`config.mk`:
```
export PLATFORM = sky130hd
export DESIGN_NAME = wishbone_arbiter_n
export DESIGN_NICKNAME = d
export VERILOG_FILES = /design/src/rtl/wishbone_arbiter_n.sv
export SDC_FILE = /design/constraint.sdc
export NUM_CORES = 1
export LEC_CHECK = 0
export BUFFER_PORTS_ARGS = -buffer_cell sky130_fd_sc_hd__buf_4
export CAP_MARGIN = 20
export CORE_MARGIN = 2
export CORE_UTILIZATION = 24
export DETAILED_ROUTE_END_ITERATION = 6
export PLACE_DENSITY = 0.85
export SETUP_SLACK_MARGIN = 0.2
export SLEW_MARGIN = 10
export SYNTH_ARGS = -nofsm -noshare
export SYNTH_HDL_FRONTEND = slang
export SYNTH_SLANG_ARGS = --single-unit
```
`constraint.sdc`:
```
create_clock -name clk -period 0.9 [get_ports clk]
set_input_delay 0.045 -clock clk [delete_from_list [all_inputs] [get_ports clk]]
set_output_delay 0.045 -clock clk [all_outputs]
set_load 0.05 [all_outputs]
```
`src/rtl/wishbone_arbiter_n.sv`:
```
// N-master Wishbone arbiter: fixed-priority or round-robin, registered one-hot grant, 1-cycle arbitration, idle turnaround between owners.
// Optional stuck-transfer timeout enabled by defining WB_ARB_TIMEOUT_EN.
module wishbone_arbiter_n #(
    parameter int NUM_MASTERS    = 3,
    parameter int ADDR_W         = 16,
    parameter int DATA_W         = 8,
    parameter int RR_MODE        = 0,
    parameter int TIMEOUT_CYCLES = 255
) (
    input  logic                          clk,
    input  logic                          rst,
    input  logic [NUM_MASTERS-1:0]        m_cyc,
    input  logic [NUM_MASTERS-1:0]        m_stb,
    input  logic [NUM_MASTERS-1:0]        m_we,
    input  logic [NUM_MASTERS*ADDR_W-1:0] m_adr,
    input  logic [NUM_MASTERS*DATA_W-1:0] m_dat_w,
    output logic [DATA_W-1:0]             m_dat_r,
    output logic [NUM_MASTERS-1:0]        m_ack,
    output logic [NUM_MASTERS-1:0]        m_err,
    output logic                          s_cyc,
    output logic                          s_stb,
    output logic                          s_we,
    output logic [ADDR_W-1:0]             s_adr,
    output logic [DATA_W-1:0]             s_dat_w,
    input  logic [DATA_W-1:0]             s_dat_r,
    input  logic                          s_ack,
    output logic [NUM_MASTERS-1:0]        grant
);

    localparam int PTR_W = (NUM_MASTERS > 1) ? $clog2(NUM_MASTERS) : 1;

    typedef enum logic {IDLE, BUSY} state_t;

    state_t                 state_q;
    logic [NUM_MASTERS-1:0] grant_q;
    logic [PTR_W-1:0]       rr_ptr_q;

    logic [PTR_W-1:0]       base;
    logic [PTR_W-1:0]       win_hi;
    logic [PTR_W-1:0]       win_lo;
    logic [PTR_W-1:0]       win_idx;
    logic [PTR_W-1:0]       rr_ptr_d;
    logic                   found_hi;
    logic [NUM_MASTERS-1:0] win_oh;
    logic                   tmo_hit;
    logic                   rel_own;

    // Two-pass search: first requester at or above base, else lowest requester (wrap-around).
    always_comb begin
        base     = (RR_MODE != 0) ? rr_ptr_q : '0;
        win_hi   = '0;
        win_lo   = '0;
        found_hi = 1'b0;
        for (int i = NUM_MASTERS - 1; i >= 0; i--) begin
            if (m_cyc[i]) begin
                win_lo = PTR_W'(i);
                if (i >= int'(base)) begin
                    win_hi   = PTR_W'(i);
                    found_hi = 1'b1;
                end
            end
        end
        win_idx = found_hi ? win_hi : win_lo;
        win_oh  = '0;
        for (int i = 0; i < NUM_MASTERS; i++) begin
            win_oh[i] = (win_idx == PTR_W'(i));
        end
        rr_ptr_d = (win_idx == PTR_W'(NUM_MASTERS - 1)) ? '0 : win_idx + PTR_W'(1);
    end

    always_comb begin
        s_adr   = '0;
        s_dat_w = '0;
        for (int i = 0; i < NUM_MASTERS; i++) begin
            if (grant_q[i]) begin
                s_adr   = s_adr   | m_adr[i*ADDR_W +: ADDR_W];
                s_dat_w = s_dat_w | m_dat_w[i*DATA_W +: DATA_W];
            end
        end
    end

    assign s_cyc   = |(m_cyc & grant_q);
    assign s_stb   = |(m_stb & grant_q);
    assign s_we    = |(m_we  & grant_q);
    assign m_ack   = grant_q & {NUM_MASTERS{s_ack}};
    assign m_dat_r = s_dat_r;
    assign grant   = grant_q;
    assign rel_own = !s_cyc || tmo_hit;

    always_ff @(posedge clk) begin
        if (rst) begin
            state_q  <= IDLE;
            grant_q  <= '0;
            rr_ptr_q <= '0;
        end else begin
            case (state_q)
                IDLE: begin
                    if (|m_cyc) begin
                        grant_q  <= win_oh;
                        rr_ptr_q <= rr_ptr_d;
                        state_q  <= BUSY;
                    end
                end
                BUSY: begin
                    if (rel_own) begin
                        grant_q <= '0;
                        state_q <= IDLE;
                    end
                end
                default: begin
                    grant_q <= '0;
                    state_q <= IDLE;
                end
            endcase
        end
    end

`ifdef WB_ARB_TIMEOUT_EN
    logic [15:0] tmo_cnt_q;

    // Error is raised while the grant is still held, so m_err is never seen with grant=0.
    assign tmo_hit = (state_q == BUSY) && s_cyc && s_stb && !s_ack
                     && (tmo_cnt_q == 16'(TIMEOUT_CYCLES));
    assign m_err   = grant_q & {NUM_MASTERS{tmo_hit}};

    always_ff @(posedge clk) begin
        if (rst) begin
            tmo_cnt_q <= '0;
        end else if (state_q != BUSY || rel_own || s_ack) begin
            tmo_cnt_q <= '0;
        end else if (s_stb) begin
            tmo_cnt_q <= tmo_cnt_q + 16'd1;
        end
    end
`else
    assign tmo_hit = 1'b0;
    assign m_err   = '0;
`endif

endmodule

```
# After elaboration in Yosys (flattened, before gate mapping)

Cells that the tools add are included.
W data, S select, Z words.

Reduce and logical (&&, ||, !) cells: 6
Muxes and demuxes: 15
Bitwise operators: 9
Equality and inequality tests: 4

Operators with widths:

| cell                 | count |
|---|---|
| $mux W16             | 3 |
| $or A16 B16 Y16      | 2 |
| $mux W8              | 3 |
| $or A8 B8 Y8         | 2 |
| $and A3 B3 Y3        | 4 |
| $reduce_or A3 Y1     | 4 |
| $mux W2              | 3 |
| $mux W3              | 2 |
| $pmux W3 S2          | 1 |
| $ne A2 B2 Y1 const B | 2 |
| $eq A2 B1 Y1 const B | 1 |
| $eq A2 B2 Y1 const B | 1 |
| $logic_not A2 Y1     | 1 |
| $mux W1              | 2 |
| $pmux W1 S2          | 1 |
| $reduce_and A2 Y1    | 1 |
| $not A1 Y1           | 1 |

Input port bits: 92
Word-level logic and storage cells: 36
Output and inout port bits: 44
Register bits: 4

# Longest topological paths before layout

Depth after elaboration: 6
Depth in mapped cells: 4
Gate-level depth less buffers: 3

# Worst setup path before layout

Ideal clock, no wire load.

Path kind: register to output
Start: reg grant_q[2] (netlist: grant[2])
End: out m_ack[2]
Stages on the path, launching flop included: 4
Buffers on the path: 2
Data arrival time: 1.537 ns
Required time: 0.855 ns
Slack: -0.682 ns
Path through: dfxtp_1 > buf_2 > buf_2 > and2_1

Word-level cells in the longest chain between the ends: 1

RTL lines:

| what                   | line | source |
|---|---|---|
| start, declared        | 35   | `logic [NUM_MASTERS-1:0] grant_q;` |
| start signal, assigned | 99   | `grant_q <= win_oh;` |
| $and A3 B3 Y3          | 85   | `assign m_ack = grant_q & {NUM_MASTERS{s_ack}};` |
| end, declared          | 18   | `output logic [NUM_MASTERS-1:0] m_ack,` |

Every way passes these cells.

# Worst setup path after layout

Start: reg grant_q[0] (netlist: grant[0])
End: out s_dat_w[7]

Word-level cells in the longest chain between the ends: 5

RTL lines:

| what          | line | source |
|---|---|---|
| $mux W8 *     | 75   | `if (grant_q[i]) begin` |
| $or A8 B8 Y8  | 77   | `s_dat_w = s_dat_w \| m_dat_w[i*DATA_W +: DATA_W];` |
| $mux W8 *     | 75   |  |
| $or A8 B8 Y8  | 77   |  |
| $mux W8 *     | 75   |  |
| end, declared | 24   | `output logic [DATA_W-1:0] s_dat_w,` |

Every way passes the cells marked *; elsewhere a longest branch is shown, timed or not.

==> impl_metrics.json <==
{
  "grt_setup_unrepaired": "true",
  "place_hpwl_um": 2540,
  "synth.ff_latch_count": 4,
  "layout-drive-gt1-share_pct": 78.8,
  "die_width_um": 60.4,
  "power.share.switching_pct": 44.9,
  "cell_internal_pwr_mw": 0.993,
  "cts.reportedPaths.clkPinSlew_ns": 0.04,
  "place_ws_ns": -0.337,
  "pin_count": 136,
  "antenna_found_initial": 0,
  "worstHoldPathType": "in -> reg",
  "htreeDepth": 1,
  "via_count_of_the_first_global_routing_pass": 1185,
  "postSynthCellCount": 102,
  "cts.sinks": 4,
  "detailroute.via_count": 1303,
  "multi_input_area_um2": 457,
  "critical_path_data_arrival_time_ns": 1.37,
  "tritoncts.num_buffers": 3,
  "fmaxAchievable_mhz": 706,
  "port-buffer-count": 116,
  "finalHoldViolCount": 0,
  "worst_skew_pair.late_latency_ns": 0.25,
  "fillers": 246,
  "max_cap_viol_count": 0,
  "post_syn_area_um2": 763,
  "global_route_met1_utilization_pct": 16.4,
  "timing.final.setup_violations": 36,
  "setup_crit_end_kind": "output pin",
  "detail_route.drc_violations": 0,
  "crit_path_top_delay_cell": "a222oi_1",
  "n_antenna_cell": 0,
  "crit_required_ns": 0.85,
  "gr-max-usage-layer": "met2",
  "finalWeightedCongestion": 0.779,
  "violations": "setup timing",
  "skew_ns": 0.00649,
  "clock_power_share_pct": 14.2,
  "cts_tree": "yes",
  "yosys_warnings": 0,
  "gr_util_met3_pct": 3.20,
  "yosys.area.top_type_share_pct": 34.1,
  "grt_pass1_wl_um": 4730,
  "power_per_cell_area_nw_per_um2": 917,
  "period_needed_ns": 1.42,
  "critical_path_peak_fanout": 14,
  "cell_area_after_layout_um2": 1960,
  "outcome": "finished, violations left",
  "period_share_pct": 157,
  "first_iter_violations": 127,
  "average_vias_per_placed_instance": 4.90,
  "gr-total-overflow": 0,
  "power.total_mw": 1.80,
  "cts.path.max_buffers": 2,
  "synth.distinct_cells": 25,
  "core_area_um2": 3030,
  "areaGrowthSynthToFinish_pct": 157,
  "ant_nets": 0,
  "std_cell_rows": 20,
  "net-switching-power_mw": 0.808,
  "timing.critical_path.from_type": "flip-flop",
  "path_cells": "buf_12 -> a222oi_1 -> inv_2 -> buf_8",
  "fp.dieArea_um2": 3650,
  "final-seq-area_um2": 91.3,
  "groute.usage.overall_pct": 17.0,
  "synthesis.area_per_instance_um2": 7.48,
  "fin_ws_ns": -0.517,
  "avgRoutedWirePerCell_um": 13.2,
  "cp_slowest_stage_delay_ns": 0.38,
  "combinationalPowerShare_pct": 74.5,
  "root_buffer": "clkbuf_4",
  "synth_seq_area_share_pct": 10.5,
  "placed_area_um2": 1680,
  "synthTopCellsByArea": "a222oi_1 34%, inv_1 13%, buf_4 11%",
  "detailedRoute.firstPassIterationCount": 6,
  "power.share.sequential_pct": 11.3,
  "detail_route.wirelength_um": 3520,
  "crit_type": "reg -> out",
  "grt_max_degree": 18,
  "synthDominantAreaCellType": "a222oi_1",
  "groute.layer.met2.usage_pct": 34.5,
  "design.final.nets": 315,
  "floorplan.die.height_um": 60.4,
  "starting_density_pct": 25.2,
  "drv_slew": 0,
  "lkg_pwr_nw": 1.07,
  "max_vdd_drop_uv": 517
}
what timing repair did:
action                                  in CTS  in global routing
resized for setup                           38                  6
endpoints found under the setup margin      37                 37
setup buffers                                6                  2
endpoints found under the hold margin        1                  0
pin swaps                                   20                 13
hold buffers                                 1                  0
worst max-delay path: cells and delay by family, from the launching register on:
family	cells	cell delay [ns]
DFF	1	0.36
AOI/OAI and AO/OA	1	0.38
buffers and inverters	3	0.39
sequential cells by signal, indices dropped and copies added, names as in the netlist:
register  cells
state_q       1
grant         3
synth_stat cells:
| cell type | instances |
|---|---|
| nor2_1 | 2 |
| a21oi_1 | 2 |
| nor4_2 | 1 |
| a222oi_1 | 26 |
| nor4b_4 | 1 |
| dfxtp_1 | 4 |
| buf_4 | 11 |
| nand2_1 | 2 |
| nand3b_1 | 1 |
| inv_1 | 27 |
| a21o_1 | 1 |
| nand3_1 | 2 |
| clkbuf_1 | 1 |
| and2_1 | 3 |
| a32oi_1 | 1 |
| buf_2 | 4 |
| nor3_1 | 1 |
| conb_1 | 1 |
| nor2b_1 | 1 |
| buf_6 | 4 |
| o21ai_0 | 2 |
| and3_4 | 1 |
| o21ai_1 | 1 |
| a22oi_1 | 1 |
| and3_2 | 1 |
logic make-up after synthesis:
family | count (synthesis) | share of synthesized area [%]
buffers and inverters | 47 | 33.1
AO/OA/AOI/OAI | 34 | 40.5
flip-flops | 4 | 10.5
AND/OR/NAND/NOR | 16 | 15.4
other | 1 | 0.491
through the flow:
step	hold slack (ns)	util, %	TNS, ns	std cells
global route	0.00866	64.9	-16.54	266
finish	0.0109	64.9	-14.61	266
CTS	-0.000855	63.6	-14.44	264
detailed placement	0.0903	55.6	-7.11	253
floorplan	0.104	-	-8.95	104
global placement	0.0903	55.6	-6.75	253
routing by layer:
layer / wire (µm) / up-vias
li1: - / 626
met1: 1190 / 600
met2: 1920 / 73
met3: 363 / 4
met4: 44 / 0
met5: 0 / -
power groups by stage:
stage               sequential [mW]  combinational [mW]  clock, mW
finish                        0.204                1.34      0.256
detailed placement            0.228                1.15          0
global route                  0.205                1.41      0.273
global placement              0.227                1.14          0
CTS                           0.202                1.32      0.263
floorplan                     0.226               0.760          0
area by class of cell:
| class | instances | area share [%] |
|---|---|---|
| clock buffers | 4 | 1.34 |
| multi-input cells | 53 | 23.2 |
| flip-flops and latches | 4 | 4.65 |
| well taps | 44 | 2.80 |
| inverters | 27 | 5.16 |
| repair buffers | 134 | 62.8 |
placed cells by master, fill, tap and decap left out:
cell type,instances
nor3_2,1
buf_6,28
and2_2,1
a21oi_1,2
buf_8,6
a21o_1,1
nand2_2,1
a222oi_1,26
dfxtp_1,1
o21ai_0,2
nor2b_1,1
inv_1,1
dfxtp_4,3
clkbuf_4,3
o21ai_1,1
buf_4,93
conb_1,3
nand2_1,1
nand3b_1,1
a32oi_1,1
a22oi_2,1
and3_2,1
nor4b_4,1
inv_2,26
nor2_1,2
dlygate4sd3_1,1
nand3_1,2
buf_12,6
clkbuf_1,1
and2_4,2
nor4_2,1
and3_4,1
worst paths after layout:
kind	slack, ns	startpoint	endpoint	cells past startpoint
min reg2reg	0.61	state_q$_SDFF_PP0_	grant[1]$_SDFFE_PP0P_	3
min	0.01	rst	grant[0]$_SDFFE_PP0P_	2
max reg2reg	-0.30	grant[0]$_SDFFE_PP0P_	grant[0]$_SDFFE_PP0P_	5
max	-0.52	grant[0]$_SDFFE_PP0P_	s_dat_w[7]	4
Power figures use the tool's default switching activity.
